`src/rtl/axi4s_video_tpg.sv`:
```
// AXI4-Stream video test-pattern generator: solid, ramp, colour bars, checker.
// Emits H_ACTIVE x V_ACTIVE frames with tuser at SOF and tlast at EOL.
module axi4s_video_tpg #(
    parameter int DATA_WIDTH  = 12,
    parameter int TDATA_WIDTH = 16,
    parameter int H_ACTIVE    = 1920,
    parameter int V_ACTIVE    = 1080
) (
    input  logic                   aclk,
    input  logic                   aresetn,
    input  logic                   aclken,
    input  logic                   enable,
    input  logic [1:0]             pattern_sel,
    input  logic [DATA_WIDTH-1:0]  solid_value,
    output logic [TDATA_WIDTH-1:0] m_axis_video_tdata,
    output logic                   m_axis_video_tvalid,
    input  logic                   m_axis_video_tready,
    output logic                   m_axis_video_tuser,
    output logic                   m_axis_video_tlast,
    output logic [15:0]            frame_count,
    output logic                   busy
);

    localparam int XW = 12;
    localparam int BAR_W = H_ACTIVE / 8;
    localparam logic [XW-1:0] H_LAST = XW'(H_ACTIVE - 1);
    localparam logic [XW-1:0] V_LAST = XW'(V_ACTIVE - 1);
    localparam logic [XW-1:0] B_LAST = XW'(BAR_W - 1);

    typedef enum logic {IDLE, ACTIVE} state_t;

    state_t                state_q, state_d;
    logic [XW-1:0]         x_q, x_d, y_q, y_d;
    logic [XW-1:0]         bcnt_q, bcnt_d;
    logic [2:0]            bar_q, bar_d;
    logic [1:0]            pat_q, pat_d;
    logic [DATA_WIDTH-1:0] solid_q, solid_d;
    logic [DATA_WIDTH-1:0] pix_q, pix_d;
    logic                  tuser_q, tuser_d;
    logic                  tlast_q, tlast_d;
    logic [15:0]           fcnt_q, fcnt_d;
    logic                  load, clear;

    // Pixel value for coordinates that will be presented next.
    function automatic logic [DATA_WIDTH-1:0] pix_f(
        input logic [XW-1:0]         x,
        input logic [XW-1:0]         y,
        input logic [2:0]            bar,
        input logic [1:0]            pat,
        input logic [DATA_WIDTH-1:0] sv
    );
        logic [DATA_WIDTH-1:0] p;
        p = '0;
        unique case (pat)
            2'd0: p = sv;
            2'd1: p = DATA_WIDTH'(x);
            2'd2: p = {bar, (DATA_WIDTH-3)'(0)};
            2'd3: p = (x[3] ^ y[3]) ? '1 : '0;
        endcase
        return p;
    endfunction

    always_comb begin
        state_d = state_q;
        x_d     = x_q;
        y_d     = y_q;
        bcnt_d  = bcnt_q;
        bar_d   = bar_q;
        pat_d   = pat_q;
        solid_d = solid_q;
        fcnt_d  = fcnt_q;
        pix_d   = pix_q;
        tuser_d = tuser_q;
        tlast_d = tlast_q;
        load    = 1'b0;
        clear   = 1'b0;
        if (aclken) begin
            unique case (state_q)
                IDLE: begin
                    if (enable) begin
                        state_d = ACTIVE;
                        pat_d   = pattern_sel;
                        solid_d = solid_value;
                        x_d     = '0;
                        y_d     = '0;
                        bcnt_d  = '0;
                        bar_d   = '0;
                        load    = 1'b1;
                    end
                end
                ACTIVE: begin
                    if (m_axis_video_tready) begin
                        load = 1'b1;
                        if (x_q == H_LAST) begin
                            x_d    = '0;
                            bcnt_d = '0;
                            bar_d  = '0;
                            if (y_q == V_LAST) begin
                                y_d    = '0;
                                fcnt_d = fcnt_q + 16'd1;
                                if (enable) begin
                                    pat_d   = pattern_sel;
                                    solid_d = solid_value;
                                end else begin
                                    state_d = IDLE;
                                    load    = 1'b0;
                                    clear   = 1'b1;
                                end
                            end else begin
                                y_d = y_q + XW'(1);
                            end
                        end else begin
                            x_d = x_q + XW'(1);
                            // Bar 7 saturates and absorbs the remainder.
                            if (bar_q != 3'd7) begin
                                if (bcnt_q == B_LAST) begin
                                    bcnt_d = '0;
                                    bar_d  = bar_q + 3'd1;
                                end else begin
                                    bcnt_d = bcnt_q + XW'(1);
                                end
                            end
                        end
                    end
                end
            endcase
        end
        if (load) begin
            pix_d   = pix_f(x_d, y_d, bar_d, pat_d, solid_d);
            tuser_d = (x_d == '0) && (y_d == '0);
            tlast_d = (x_d == H_LAST);
        end
        if (clear) begin
            pix_d   = '0;
            tuser_d = 1'b0;
            tlast_d = 1'b0;
        end
    end

    always_ff @(posedge aclk or negedge aresetn) begin
        if (!aresetn) begin
            state_q <= IDLE;
            x_q     <= '0;
            y_q     <= '0;
            bcnt_q  <= '0;
            bar_q   <= '0;
            pat_q   <= '0;
            solid_q <= '0;
            pix_q   <= '0;
            tuser_q <= 1'b0;
            tlast_q <= 1'b0;
            fcnt_q  <= '0;
        end else begin
            state_q <= state_d;
            x_q     <= x_d;
            y_q     <= y_d;
            bcnt_q  <= bcnt_d;
            bar_q   <= bar_d;
            pat_q   <= pat_d;
            solid_q <= solid_d;
            pix_q   <= pix_d;
            tuser_q <= tuser_d;
            tlast_q <= tlast_d;
            fcnt_q  <= fcnt_d;
        end
    end

    assign m_axis_video_tdata  = TDATA_WIDTH'(pix_q);
    assign m_axis_video_tvalid = (state_q == ACTIVE);
    assign m_axis_video_tuser  = tuser_q;
    assign m_axis_video_tlast  = tlast_q;
    assign frame_count         = fcnt_q;
    assign busy                = (state_q == ACTIVE);

endmodule

```
`config.mk`:
```
export PLATFORM = sky130hd
export DESIGN_NAME = axi4s_video_tpg
export DESIGN_NICKNAME = d
export VERILOG_FILES = /design/src/rtl/axi4s_video_tpg.sv
export SDC_FILE = /design/constraint.sdc
export NUM_CORES = 1
export LEC_CHECK = 0
export CAP_MARGIN = 20
export CORE_ASPECT_RATIO = 0.9
export CORE_UTILIZATION = 50
export DETAILED_ROUTE_END_ITERATION = 12
export HOLD_SLACK_MARGIN = 0.02
export PLACE_DENSITY = 0.8
export SKIP_LAST_GASP = 1
export SLEW_MARGIN = 30
export SYNTH_ARGS = -nofsm -noshare
export SYNTH_HDL_FRONTEND = slang
export SYNTH_SLANG_ARGS = --single-unit
```
`constraint.sdc`:
```
create_clock -name aclk -period 2.8 [get_ports aclk]
set_input_delay 0.28 -clock aclk [delete_from_list [all_inputs] [get_ports aclk]]
set_output_delay 0.28 -clock aclk [all_outputs]
set_load 0.01 [all_outputs]
```
==> results of run 1 <==
## state kept, by name (all words and copies together), names as in the netlist, 2 cells and up
| register | flops |
|---|---|
| pat_q | 2 |
| solid_q | 12 |
| x_q | 12 |
| y_q | 12 |
| frame_count | 16 |
| bar_q | 3 |
| pix_q | 12 |
| bcnt_q | 12 |
## final cells by class
type / instances / share of cell area (%)
Clock buffer: 11 / 2.58
Sequential cell: 84 / 35.9
Inverter: 15 / 0.960
Clock inverter: 5 / 1.15
Tap cell: 122 / 2.60
Timing Repair Buffer: 99 / 15.1
Multi-Input combinational cell: 354 / 41.8
## per-stage QoR
stage | setup TNS, ns | setup WS, ns | utilization [%]
after floorplan | 0 | 0.216 | -
after global placement | -0.0440 | -0.0242 | 61.5
after detailed placement | -0.376 | -0.0493 | 61.5
after CTS | 0 | 0.0391 | 64.1
after global routing | 0 | 0.00383 | 64.6
final | 0 | 0.117 | 64.6
## metal layers
layer / track usage, % / share of wire (%)
met4: 9.29 / 1.8
met1: 33.4 / 44
met5: 0 / 0
met2: 39.8 / 47
met3: 4.85 / 6.8
## power by group through the flow
stage	Combinational (mW)	Sequential, mW	Clock, mW
detailed placement	0.724	1.45	0
floorplan	0.394	1.46	0
CTS	0.729	1.43	0.957
global route	0.813	1.46	1.01
global placement	0.705	1.45	0
finish	0.744	1.44	0.939
## cell families (layout without fill, tap and decap cells)
logic type,after synthesis,count (layout),synth area share (%)
DFF,84,84,44.9
xor gates and xnor gates,26,26,5.02
muxes,20,20,5.02
adders and majority gates,6,6,1.60
and+or+nand+nor,187,187,21.5
AOI/OAI and AO/OA,111,111,17.9
buffers and inverters,39,130,3.98
other,1,4,0.0801
## placed cells by master (no fill, tap or decap), drive strengths merged, types with 5 or more instances in the layout
cell	synthesis	routed
a21oi	7	7
a31oi	5	5
a32o	6	6
and2	6	6
and3	13	13
buf	13	49
clkbuf	11	11
clkdlybuf4s50	0	49
dfrtp	84	84
ha	6	6
inv	15	17
mux2	18	18
nand2	54	54
nand3	24	24
nand4	14	14
nor2	26	26
nor3	8	8
nor4	9	9
nor4b	5	5
o21ai	39	39
o221a	6	6
or3	6	6
or4	6	6
xnor2	12	12
xor2	14	14
## critical path: cells and delay by family (launching register included)
family | cells | cell delay [ns]
flops | 1 | 0.40
buf+inv | 1 | 0.22
compound gates | 4 | 0.77
simple gates | 2 | 0.92
xor+xnor | 1 | 0.28
## repair_timing
item,CTS,global route
resized for setup,0,9
setup endpoints to repair,0,13
hold endpoints to repair,84,0
hold buffers,1,0
## how the worst min path moves through the flow
stage                                           start                     endpoint  slack [ns]  cells after the start
after floorplan                               aresetn           bar_q[0]$_DFF_PN0_       -0.02                      0
after global placement    frame_count[15]$_DFFE_PN0P_  frame_count[15]$_DFFE_PN0P_        0.46                      1
after detailed placement                      aresetn             y_q[8]$_DFF_PN0_        0.38                      1
after CTS                 frame_count[15]$_DFFE_PN0P_  frame_count[15]$_DFFE_PN0P_        0.48                      1
after global routing      frame_count[15]$_DFFE_PN0P_  frame_count[15]$_DFFE_PN0P_        0.51                      1
final                     frame_count[15]$_DFFE_PN0P_  frame_count[15]$_DFFE_PN0P_        0.47                      1
==> run metrics, run 1 <==
Multi-input gate area=approximately 0.0024 mm2; antenna cells=0; # nets final=588; clk sinks=between 80 and 90; clk buf depth=2; Avg WL per Cell=16.8 um; IO Port Bufs=50; crit path to=pix_q[2]$_DFFE_PN0P_; antenna violation net count after detailed routing=0; Hold Path Class=reg -> reg; vias in the first global route=3987; final-report max-slew violation count=0; Final Critical Period=between 2 and 3 ns; count leader, synth=dfrtp_1; Synth area leaders=dfrtp_1, nand2_1, o21ai_1; largest net degree at the start of global routing=85; Reg2Reg Depth=8; Post-synth EDFFs=0; switching share of power=30.3%; post-CTS setup buffers=0; Gate Count Post-Synth=approximately 470; Mapped Area=roughly 0.0047 mm2; Psw=around 0.95 mW; combinational share of power=23.8%; worst endpoint data arrival time=slightly below 3 ns; Die X=104 um; Power, Total=3.12 mW; Achievable Freq=roughly 0.37 GHz; Pwr per Cell Area=533 mW/mm2; synthesized area per cell=about 9.9 um2; Initial Util=51.5%; maximum vdd ir drop=0.418 mV; fill count=725; clock share of power=30.0%; CTS Buf Count=9; Seq cells post-synth=84; sequential share of the synthesized area=44.9%; CP peak stage delay=a little over 0.6 ns; GRT Util Overall=about a quarter; Pre-antenna DRT Iters=5; CP startpoint kind=register; IO Count=55; Detailed Place HPWL=8440 um; area fraction of the dominant cell type after synthesis=between 40% and 50%; first-pass GRT wire length=19100 um; register share of total power=46.1%; vias=4155; Layout Skew=0.0115 ns; Crit. End Element=register; internal power=2.18 mW; Final Hold Fails=0; critical path's slowest cell=or4_4; placed cell count=673; layout cells sized above 1=17.4%; CP Class=reg -> reg; RePlAce Congestion=0.914; final setup fails=0; synth cell count leaders=dfrtp_1, nand2_1, nor2_1; worst rel slew slack=49.2%; gr ovfl total=0; antenna violations before repair=0; max_cap viols=0; area grow syn2layout=25.3%; status=complete, no violations; Max FO, Critical Path=8; cell area after layout=0.00587 mm2; Core Area=0.00908 mm2; H-tree Lvls=3; RSZ-0062 raised after global routing=no; Leak=~2.6 nW; FF+latch area=0.00210 mm2; fin cells=slightly below 700; worst skew pair latency=0.36 ns; reg2reg setup slack=between 0.1 and 0.15 ns; worst path required time=just over 3 ns; Reg clk slew, reported paths=0.09 ns; Synthesis Warnings=0; DIE HEIGHT=93.8 um; post-route clock period utilization=95.8%; Critical Path Start=x_q[11]$_DFF_PN0_; initial DRC count=a little over 300; ys async rst share=100%; Unique masters post-synth=70; FF-to-FF Start=x_q[11]$_DFF_PN0_; placed cell areas=0.00559 mm2; DRC viols=0; Std-Cell Rows=33; r2r endpoint=pix_q[2]$_DFFE_PN0P_; Hold Slack=0.470 ns; final wirelength=11600 um; actual slew at the worst max-slew pin=0.761 ns; largest area contributor in the netlist=dfrtp_1; area of the die=0.00976 mm2; crit path cell chain=nand4bb_2 > or4_4 > o311ai_4 > o41ai_4 > xnor2_2 > buf_4 > o221a_1 > o21ai_1; vias per cell=6.02; TritonCTS clock tree=done; Post-synth top flop=dfrtp_1; clk root buf=clkbuf_8
(Power assumes the default switching activity.)
==> run 2, diff against run 1 <==
--- a/config.mk
+++ b/config.mk
@@ -11,6 +11,7 @@
 export DETAILED_ROUTE_END_ITERATION = 12
 export HOLD_SLACK_MARGIN = 0.02
 export PLACE_DENSITY = 0.8
+export SETUP_SLACK_MARGIN = 0.3
 export SKIP_LAST_GASP = 1
 export SLEW_MARGIN = 30
 export SYNTH_ARGS = -nofsm -noshare
==> run 2 against run 1 <==
  * Clock skew up 0.00058 ns
  * Count of clock-buffer cells in the layout decreased by 2
  * First-iteration DRC count grew 12%
  * Final area rose by 6.5%
  * Setup slack got worse by 0.0030 ns
  * Critical path depth unchanged
  * Total power up 4.9%
  * Utilization is 4.2 points higher
  * Flip-flop and latch count unchanged
  * Via count up 5.2%
  * Critical path type unchanged
  * Largest power group unchanged
==> run metrics, run 2 (synthesis results as in run 1) <==
status=complete, no violations (unchanged); Leak=2.74 nW (was 2.55 nW); FF-to-FF Start=x_q[3]$_DFF_PN0_ (was x_q[11]$_DFF_PN0_); IO Count=55 (unchanged); max_cap viols=0 (unchanged); internal power=2.22 mW (was 2.18 mW); Die X=104 um (unchanged); worst endpoint data arrival time=2.94 ns (about the same); RSZ-0062 raised after global routing=yes (was no); commonest non-fill, non-tap cell in the layout=dfrtp_1 (unchanged); initial DRC count=342 (was 306); Final Hold Fails=0 (unchanged); worst rel slew slack=47.8% (was 49.2%); Initial Util=51.5% (unchanged); fill count=660 (was 725); placed cell count=672 (was 673); clk root buf=clkbuf_8 (unchanged); RePlAce Congestion=0.919 (was 0.914); post-route clock period utilization=95.9% (was 95.8%); final wirelength=13000 um (was 11600 um); Avg WL per Cell=18.4 um (was 16.8 um); Core Area=0.00908 mm2 (unchanged); Psw=1.06 mW (was 0.946 mW); Detailed Place HPWL=8730 um (was 8440 um); max reg flops=16 (unchanged); Hold Path Class=reg -> reg (unchanged); CTS Buf Count=9 (unchanged); largest net degree at the start of global routing=85 (unchanged); CP Class=reg -> reg (unchanged); antenna cells=0 (unchanged); switching share of power=32.4% (was 30.3%); layout cells sized above 1=26.4% (was 17.4%); critical path's slowest cell=or4_4 (unchanged); hold path start=frame_count[15]$_DFFE_PN0P_ (unchanged); most frequent cells in the layout=dfrtp_1, buf_4, nand2_1, clkdlybuf4s50_1, nor2_1 (was dfrtp_1, nand2_1, clkdlybuf4s50_1, buf_4, nor2_1); worst skew pair latency=0.37 ns (was 0.36 ns); CP peak stage delay=0.59 ns (was 0.62 ns); combinational share of power=27.7% (was 23.8%); Final Critical Period=2.69 ns (was 2.68 ns); register share of total power=44.4% (was 46.1%); clk sinks=84 (unchanged); FF+latch area=0.00210 mm2 (about the same); cell area after layout=0.00625 mm2 (was 0.00587 mm2); Std-Cell Rows=33 (unchanged); crit path cell chain=nand3_2 > or4_4 > o311ai_4 > o41ai_4 > xnor2_2 > buf_6 > o221a_1 > o21ai_1 (was nand4bb_2 > or4_4 > o311ai_4 > o41ai_4 > xnor2_2 > buf_4 > o221a_1 > o21ai_1); # nets final=603 (was 588); DIE HEIGHT=93.8 um (unchanged); GRT Util Overall=26.5% (was 24.8%); IO Port Bufs=50 (unchanged); Pwr per Cell Area=525 mW/mm2 (was 533 mW/mm2); area grow syn2layout=33.5% (was 25.3%); antenna violations before repair=0 (unchanged); final-report max-slew violation count=0 (unchanged); first-pass GRT wire length=20200 um (was 19100 um); vias in the first global route=4111 (was 3987); DRC viols=0 (unchanged); Achievable Freq=0.372 GHz (was 0.373 GHz); gr ovfl total=0 (unchanged); H-tree Lvls=3 (unchanged); maximum vdd ir drop=0.440 mV (was 0.418 mV); antenna violation net count after detailed routing=0 (unchanged); vias per cell=6.20 (was 6.02); Multi-input gate area=0.00273 mm2 (was 0.00245 mm2); clk buf depth=2 (unchanged); TritonCTS clock tree=done (unchanged); Layout Skew=0.0121 ns (was 0.0115 ns); actual slew at the worst max-slew pin=0.783 ns (was 0.761 ns); final core occ=68.8% (was 64.6%); clock share of power=27.9% (was 30.0%); Reg clk slew, reported paths=0.09 ns (about the same); CP startpoint kind=register (unchanged); Critical Path Start=x_q[3]$_DFF_PN0_ (was x_q[11]$_DFF_PN0_); vias=4369 (was 4155); placed cell areas=0.00559 mm2 (about the same); worst path required time=3.06 ns (about the same); Crit. End Element=register (unchanged); Pre-antenna DRT Iters=5 (unchanged); Max FO, Critical Path=8 (unchanged); final setup fails=0 (unchanged); fin cells=705 (was 690); area of the die=0.00976 mm2 (unchanged)
run 2: timing repair:
item / 4_1_cts / 5_1_grt
hold endpoints to repair: 84 / 0
buffers inserted: 8 / 6
cloned: 2 / 0
gates resized for setup: 30 / 40
endpoints found under the setup margin: 19 / 20
pin swaps: 18 / 27
hold buffers: 1 / 0
run 2: critical path, delay by kind of cell (launching register included):
family	cells	cell delay, ns
xor+xnor	1	0.30
compound gates	4	0.80
simple gates	2	0.79
buf+inv	1	0.18
flops	1	0.50
run 2: final timing paths:
path / to / slack, ns / cells after the start
hold / removal: frame_count[15]$_DFFE_PN0P_ / 0.49 / 1
hold reg to reg: frame_count[15]$_DFFE_PN0P_ / 0.49 / 1
setup / recovery: pix_q[7]$_DFFE_PN0P_ / 0.11 / 8
max in group asynchronous: busy$_DFFE_PN0P_ / 1.69 / 2
setup reg to reg: pix_q[7]$_DFFE_PN0P_ / 0.11 / 8
min in group asynchronous: y_q[6]$_DFF_PN0_ / 0.50 / 2
run 2: cell type report:
class | count | share of cell area (%)
clock inverter | 7 | 1.28
tap | 122 | 2.44
timing repair buffer | 113 | 16.0
multi-input combinational | 355 | 43.7
clock buffer | 9 | 1.98
inverter | 15 | 0.901
sequential | 84 | 33.7
run 2: layer usage:
metal  global-route usage (%)  share of wire [%]  up-vias
met4                     10.4                2.5        0
li1                         -                  -     1974
met2                     43.4                 48      220
met5                        0                  0        -
met1                     33.9                 42     2131
met3                     6.80                7.1       44
run 2: metrics by stage:
stage	power [mW]	setup TNS [ns]	setup slack (ns)	hold slack [ns]
after floorplan	1.86	0	0.302	-0.0156
after global placement	2.18	0	0.0317	0.462
final	3.28	0	0.114	0.487
after CTS	3.21	0	0.185	0.499
after detailed placement	2.21	-0.0389	-0.0201	0.390
after global routing	3.43	0	0.0348	0.516
run 2: power groups by stage:
stage / logic [mW] / clock network, mW / registers, mW
floorplan: 0.393 / 0 / 1.46
global placement: 0.728 / 0 / 1.45
detailed placement: 0.751 / 0 / 1.46
CTS: 0.838 / 0.928 / 1.44
global route: 0.977 / 0.984 / 1.47
finish: 0.908 / 0.915 / 1.46
